[src/rtl/cpu_run_ctrl_if.sv]
// IO bus and host handshake bundle between the CPU core / host and cpu_run_ctrl.
// The master modport is the CPU/host side; the slave modport is the controller.
interface cpu_run_ctrl_if;
    logic [7:0]  io_addr;
    logic [31:0] io_dout;
    logic        io_we;
    logic [31:0] io_din;
    logic        in_vld;
    logic [31:0] in_data;
    logic        out_vld;
    logic [31:0] out_data;
    logic        out_ack;

    modport master (
        output io_addr, io_dout, io_we, in_vld, in_data, out_ack,
        input  io_din, out_vld, out_data
    );

    modport slave (
        input  io_addr, io_dout, io_we, in_vld, in_data, out_ack,
        output io_din, out_vld, out_data
    );
endinterface

[src/rtl/cpu_run_ctrl.sv]
// Run/step/breakpoint sequencer producing the CPU clock-enable, plus the IO-bus
// slave holding LED, host input buffer, host output word and executed-cycle counter.
module cpu_run_ctrl #(
    parameter int unsigned LED_W = 16,
    parameter int unsigned CNT_W = 32
) (
    input  logic               clk,
    input  logic               rst,
    input  logic               run,
    input  logic               step,
    input  logic               brk_en,
    input  logic [31:0]        brk_pc,
    input  logic [31:0]        pc,
    output logic               cpu_en,
    output logic               halted,
    output logic               brk_hit,
    cpu_run_ctrl_if.slave      bus,
    output logic [LED_W-1:0]   led
);
    typedef enum logic [1:0] {
        S_HALT,
        S_RUN,
        S_STEP,
        S_BREAK
    } state_t;

    state_t           state;
    logic             first;
    logic             step_q;
    logic             step_rise;
    logic             hit;
    logic             wr_en;
    logic             in_full;
    logic [31:0]      in_buf;
    logic [CNT_W-1:0] cnt;

    assign step_rise = step & ~step_q;
    // first suppresses the match on the cycle RUN is entered, so a resume at brk_pc proceeds
    assign hit       = (state == S_RUN) & brk_en & (pc == brk_pc) & ~first;
    assign wr_en     = bus.io_we & cpu_en;

    always_comb begin
        case (state)
            S_RUN:   cpu_en = ~hit;
            S_STEP:  cpu_en = 1'b1;
            default: cpu_en = 1'b0;
        endcase
    end

    always_ff @(posedge clk or negedge rst) begin
        if (!rst) begin
            state   <= S_HALT;
            halted  <= 1'b1;
            brk_hit <= 1'b0;
            first   <= 1'b0;
            step_q  <= 1'b0;
        end else begin
            step_q <= step;
            case (state)
                S_HALT: begin
                    if (run) begin
                        state  <= S_RUN;
                        first  <= 1'b1;
                        halted <= 1'b0;
                    end else if (step_rise) begin
                        state  <= S_STEP;
                        halted <= 1'b0;
                    end
                end
                S_RUN: begin
                    first <= 1'b0;
                    if (hit) begin
                        state   <= S_BREAK;
                        halted  <= 1'b1;
                        brk_hit <= 1'b1;
                    end else if (!run) begin
                        state  <= S_HALT;
                        halted <= 1'b1;
                    end
                end
                S_STEP: begin
                    state  <= S_HALT;
                    halted <= 1'b1;
                end
                S_BREAK: begin
                    if (!run) begin
                        state   <= S_HALT;
                        brk_hit <= 1'b0;
                    end else if (step_rise) begin
                        state   <= S_STEP;
                        halted  <= 1'b0;
                        brk_hit <= 1'b0;
                    end
                end
                default: begin
                    state   <= S_HALT;
                    halted  <= 1'b1;
                    brk_hit <= 1'b0;
                end
            endcase
        end
    end

    always_ff @(posedge clk or negedge rst) begin
        if (!rst) begin
            led          <= '0;
            bus.out_vld  <= 1'b0;
            bus.out_data <= '0;
            in_buf       <= '0;
            in_full      <= 1'b0;
            cnt          <= '0;
        end else begin
            if (wr_en && bus.io_addr == 8'h00) led <= bus.io_dout[LED_W-1:0];
            // a new output write beats a simultaneous host acknowledge
            if (wr_en && bus.io_addr == 8'h10) begin
                bus.out_data <= bus.io_dout;
                bus.out_vld  <= 1'b1;
            end else if (bus.out_ack) begin
                bus.out_vld <= 1'b0;
            end
            if (bus.in_vld) begin
                in_buf  <= bus.in_data;
                in_full <= 1'b1;
            end else if (cpu_en && bus.io_addr == 8'h08) begin
                in_full <= 1'b0;
            end
            if (cpu_en) cnt <= cnt + CNT_W'(1);
        end
    end

    always_comb begin
        case (bus.io_addr)
            8'h00:   bus.io_din = 32'(led);
            8'h04:   bus.io_din = {31'b0, in_full};
            8'h08:   bus.io_din = in_buf;
            8'h0C:   bus.io_din = {31'b0, ~bus.out_vld};
            8'h10:   bus.io_din = bus.out_data;
            8'h14:   bus.io_din = 32'(cnt);
            default: bus.io_din = '0;
        endcase
    end
endmodule

[src/flat_wrapper.sv]
// flat-port wrapper written by rule: the top's interface ports become plain ports
module cpu_run_ctrl_flat 
#(
    parameter int unsigned LED_W = 16,
    parameter int unsigned CNT_W = 32
)
  (clk, rst, run, step, brk_en, brk_pc, pc, cpu_en, halted, brk_hit, led, bus_io_addr, bus_io_dout, bus_io_we, bus_in_vld, bus_in_data, bus_out_ack, bus_io_din, bus_out_vld, bus_out_data);
  cpu_run_ctrl_if bus_i ();
  input  logic clk;
  input  logic rst;
  input  logic run;
  input  logic step;
  input  logic brk_en;
  input  logic [31:0] brk_pc;
  input  logic [31:0] pc;
  output logic cpu_en;
  output logic halted;
  output logic brk_hit;
  output logic [LED_W-1:0] led;
  input wire logic [$bits(bus_i.io_addr)-1:0] bus_io_addr;
  input wire logic [$bits(bus_i.io_dout)-1:0] bus_io_dout;
  input wire logic [$bits(bus_i.io_we)-1:0] bus_io_we;
  input wire logic [$bits(bus_i.in_vld)-1:0] bus_in_vld;
  input wire logic [$bits(bus_i.in_data)-1:0] bus_in_data;
  input wire logic [$bits(bus_i.out_ack)-1:0] bus_out_ack;
  output wire logic [$bits(bus_i.io_din)-1:0] bus_io_din;
  output wire logic [$bits(bus_i.out_vld)-1:0] bus_out_vld;
  output wire logic [$bits(bus_i.out_data)-1:0] bus_out_data;
  assign bus_i.io_addr = bus_io_addr;
  assign bus_i.io_dout = bus_io_dout;
  assign bus_i.io_we = bus_io_we;
  assign bus_i.in_vld = bus_in_vld;
  assign bus_i.in_data = bus_in_data;
  assign bus_i.out_ack = bus_out_ack;
  assign bus_io_din = bus_i.io_din;
  assign bus_out_vld = bus_i.out_vld;
  assign bus_out_data = bus_i.out_data;
  cpu_run_ctrl #(.LED_W(LED_W), .CNT_W(CNT_W)) u_core (.clk(clk), .rst(rst), .run(run), .step(step), .brk_en(brk_en), .brk_pc(brk_pc), .pc(pc), .cpu_en(cpu_en), .halted(halted), .brk_hit(brk_hit), .bus(bus_i), .led(led));
endmodule
[config.mk]
export PLATFORM = sky130hd
export DESIGN_NAME = cpu_run_ctrl_flat
export DESIGN_NICKNAME = d
export VERILOG_FILES = /design/src/rtl/cpu_run_ctrl_if.sv /design/src/rtl/cpu_run_ctrl.sv /design/src/flat_wrapper.sv
export SDC_FILE = /design/constraint.sdc
export NUM_CORES = 1
export LEC_CHECK = 0
export BUFFER_PORTS_ARGS = -buffer_cell sky130_fd_sc_hd__buf_2
export CAP_MARGIN = 20
export CORE_ASPECT_RATIO = 1.5
export CORE_MARGIN = 8
export CORE_UTILIZATION = 35
export DETAILED_ROUTE_END_ITERATION = 8
export PLACE_DENSITY = 0.6
export SYNTH_ARGS = -nofsm -noshare
export SYNTH_HDL_FRONTEND = slang
export SYNTH_SLANG_ARGS = --single-unit
[constraint.sdc]
create_clock -name clk -period 3.25 [get_ports clk]
set_input_delay 0.65 -clock clk [delete_from_list [all_inputs] [get_ports clk]]
set_output_delay 0.65 -clock clk [all_outputs]
set_load 0.005 [all_outputs]
==> results.json <==
{
  "cts_resized": 0,
  "cts_buffer_depth": 2,
  "end_kind": "output port",
  "cp.arrival_ns": 2.48,
  "grt_pass1_vias": 5619,
  "die-area_um2": 21840,
  "totalPowerFinal_mw": 4.465,
  "max_clock_freq_mhz": 319.9,
  "status": "finished, final reports clean",
  "crit_type": "primary input to output port",
  "layout_min_cycle_time_ns": 3.126,
  "relSlewSlack_pct": 42.94,
  "clk_pin_slew_worst_paths_ns": 0.06,
  "dr.pass1.iters": 9,
  "drt_iter0_markers": 294,
  "fp.dieW_um": 123.4,
  "finalNetCount": 919,
  "timing.rr.end": "u_core.bus.out_data[17]",
  "max-vdd-ir-drop_v": 0.0003431,
  "cts.sinks": 120,
  "crit_slowest_cell": "or4_1",
  "io_pins": 228,
  "startpoint_type": "primary input",
  "ys_seq_area_share_pct": 49.64,
  "port_buffers": 227,
  "area_growth_pct": 34.34,
  "critPathMaxStageDelay_ns": 0.53,
  "drt-total-wl_mm": 17.91,
  "required_ns": 2.60,
  "critPathBufInv": 4,
  "clock_latency_ns": 0.40,
  "dr_total_vias": 5128,
  "antenna_left": 0,
  "drcViolationCount": 0,
  "synth_top_area_share_pct": 49.20,
  "die_h_um": 177.1,
  "seq_area_um2": 3004,
  "grt_max_degree": 65,
  "coreArea_um2": 17130,
  "grt_overflow": 0,
  "hold_viol_final": 0,
  "hold-worst-slack_ns": 0.1717,
  "initial_core_util_pct": 35.34,
  "avgSynthCellArea_um2": 11.35,
  "period_share_pct": 96.18,
  "final_cells": 996,
  "cts_root_buf": "clkbuf_16",
  "yosysWarningCount": 0,
  "cts_tree": "built",
  "setup_viol": 0,
  "p_leak_nw": 4.127,
  "ctsHoldBuffers": 0,
  "n_fill_cell": 1656,
  "worst_slew_pin_slew_ns": 0.8559,
  "layout-drive-gt1-share_pct": 45.98,
  "htreeDepth": 4,
  "cts-buffers-inserted": 17,
  "grt_antenna_before_repair": 0,
  "slew_viol_final": 0,
  "r2r_start": "u_core.state[0]",
  "grtUsageTotal_pct": 16.60,
  "netlist_instances": 533,
  "vias_per_cell": 5.149,
  "hold_path.class": "primary input to async pin",
  "diodes": 0,
  "max-cap-violations": 0,
  "multi_input_area_um2": 2863,
  "clock_skew_ns": 0.008348,
  "dp.cells": 964,
  "cp_common_cell": "buf_2",
  "cellPowerDensity_nw_per_um2": 549.2,
  "tns_ns": 0,
  "rsz0062_at_grt": "no",
  "synth.cell_area_um2": 6052,
  "critPathTopFamily": "simple AND/OR/NAND/NOR gates",
  "grt_pass1_wl_mm": 28.41,
  "cts_setup_buffers": 0,
  "rows": 59,
  "wl_per_cell_um": 17.98,
  "regToRegSetupSlack_ns": 0.65,
  "crit_chain": "buf_2 > or4_1 > or3_4 > nor3b_2 > buf_4 > a222oi_1 > inv_1 > buf_2",
  "synth_top_cell_by_area": "dfrtp_1",
  "syn_nets": 682,
  "dp_hpwl_mm": 13.96,
  "cp_max_fo": 20,
  "synth-seq-cells": 120,
  "r2r.worst_path.cells": 10,
  "synth_cell_type_count": 47,
  "place.gp.congestion": 0.7738,
  "synth.area.top_cells": "dfrtp_1 (49%), mux2_2 (13%), xor2_1 (8.4%), a222oi_1 (5.1%), nand2_1 (3.5%)"
}
==> logic make-up after synthesis <==
family | synth area share, %
AOI/OAI and AO/OA | 7.236
xor gates and xnor gates | 9.117
adders and majority gates | 1.034
buffers and inverters | 3.515
DFF | 49.64
muxes | 15.59
and+or+nand+nor | 13.87
==> layout make-up <==
| class | count | share of cell area [%] |
|---|---|---|
| inverters | 25 | 1.154 |
| flip-flops and latches | 120 | 36.95 |
| repair buffers | 244 | 16.34 |
| clock inverters | 13 | 1.493 |
| clock buffers | 19 | 5.571 |
| multi-input cells | 362 | 35.21 |
| well taps | 213 | 3.278 |
==> cells in the final DEF, fill, tap and decap left out, drive strengths merged, types with 2 or more instances in the layout <==
cell,count
ha,5
a21oi,6
dfrtp,119
nand2,56
inv,28
nor4,22
and4,2
mux2i,2
o22ai,2
or3,2
nand3b,2
a222oi,31
nand3,11
nor2,16
a31oi,3
xnor2,5
nand2b,4
clkinvlp,5
nor4b,3
nor3,19
clkinv,4
and3,5
xor2,58
clkbuf,19
buf,244
nand4b,3
nand4,8
o21ai,5
mux2,82
==> metal layers <==
layer / up-vias / share of wire [%] / global-route usage (%)
met5: - / 0 / 0
met4: 0 / 0.69 / 4.887
met3: 9 / 8.1 / 4.982
met2: 192 / 53 / 29.91
met1: 2495 / 38 / 18.12
li1: 2432 / - / -
==> synthesized netlist by cell type, drive strengths merged <==
cell    instances
and4            2
buf             6
a21oi           6
a222oi         31
a22o            1
o22ai           2
mux2           82
nand3          11
nand2b          4
inv            25
dfrtp         119
nor2           16
a31oi           3
dfstp           1
ha              5
xnor2           5
or3             2
a21o            1
nor4b           3
xor2           58
clkbuf         20
a221o           1
and2            1
o21ai           5
or2             1
nor3b           1
and3            5
o21a            1
or4             1
a211oi          1
nand4b          3
nand4           8
or3b            1
mux2i           2
nor3           19
nand2          56
nor4           22
nand3b          2
==> metrics by stage <==
| stage | instance area, um2 | setup slack [ns] | util [%] |
|---|---|---|---|
| 6_report | 8130 | 0.1241 | 47.47 |
| 5_1_grt | 8130 | 0.007839 | 47.47 |
| 4_1_cts | 8130 | 0.1089 | 47.47 |
| 3_5_place_dp | 7556 | 0.1149 | 44.12 |
| 3_3_place_gp | 7556 | 0.1345 | 44.12 |
| 2_1_floorplan | 6052 | 0.1932 | - |
==> how the worst max path moves through the flow <==
stage	startpoint	endpoint	cells past startpoint
3_5_place_dp	bus_io_addr[1]	bus_io_din[18]	8
3_3_place_gp	bus_io_addr[1]	bus_io_din[19]	8
4_1_cts	bus_io_addr[1]	bus_io_din[18]	8
2_1_floorplan	bus_io_addr[1]	bus_io_din[10]	6
5_1_grt	bus_io_addr[1]	bus_io_din[16]	8
6_report	bus_io_addr[1]	bus_io_din[18]	8
==> where the power goes <==
group	internal [mW]	leakage, nW	total (mW)	switching, mW
logic	0.372	2.40	0.810	0.438
registers	1.67	1.46	1.85	0.186
clock network	1.10	0.268	1.80	0.706
total	3.14	4.13	4.47	1.33
==> sequential cells by signal (all words and copies together) (netlist names) <==
register	count
u_core.bus.out_data	32
u_core.cnt	32
u_core.in_buf	32
u_core.led	16
u_core.state	2
u_core.brk_hit	1
u_core.bus.out_vld	1
u_core.first	1
u_core.halted	1
u_core.in_full	1
u_core.step_q	1
Power figures use the tool's default switching activity.
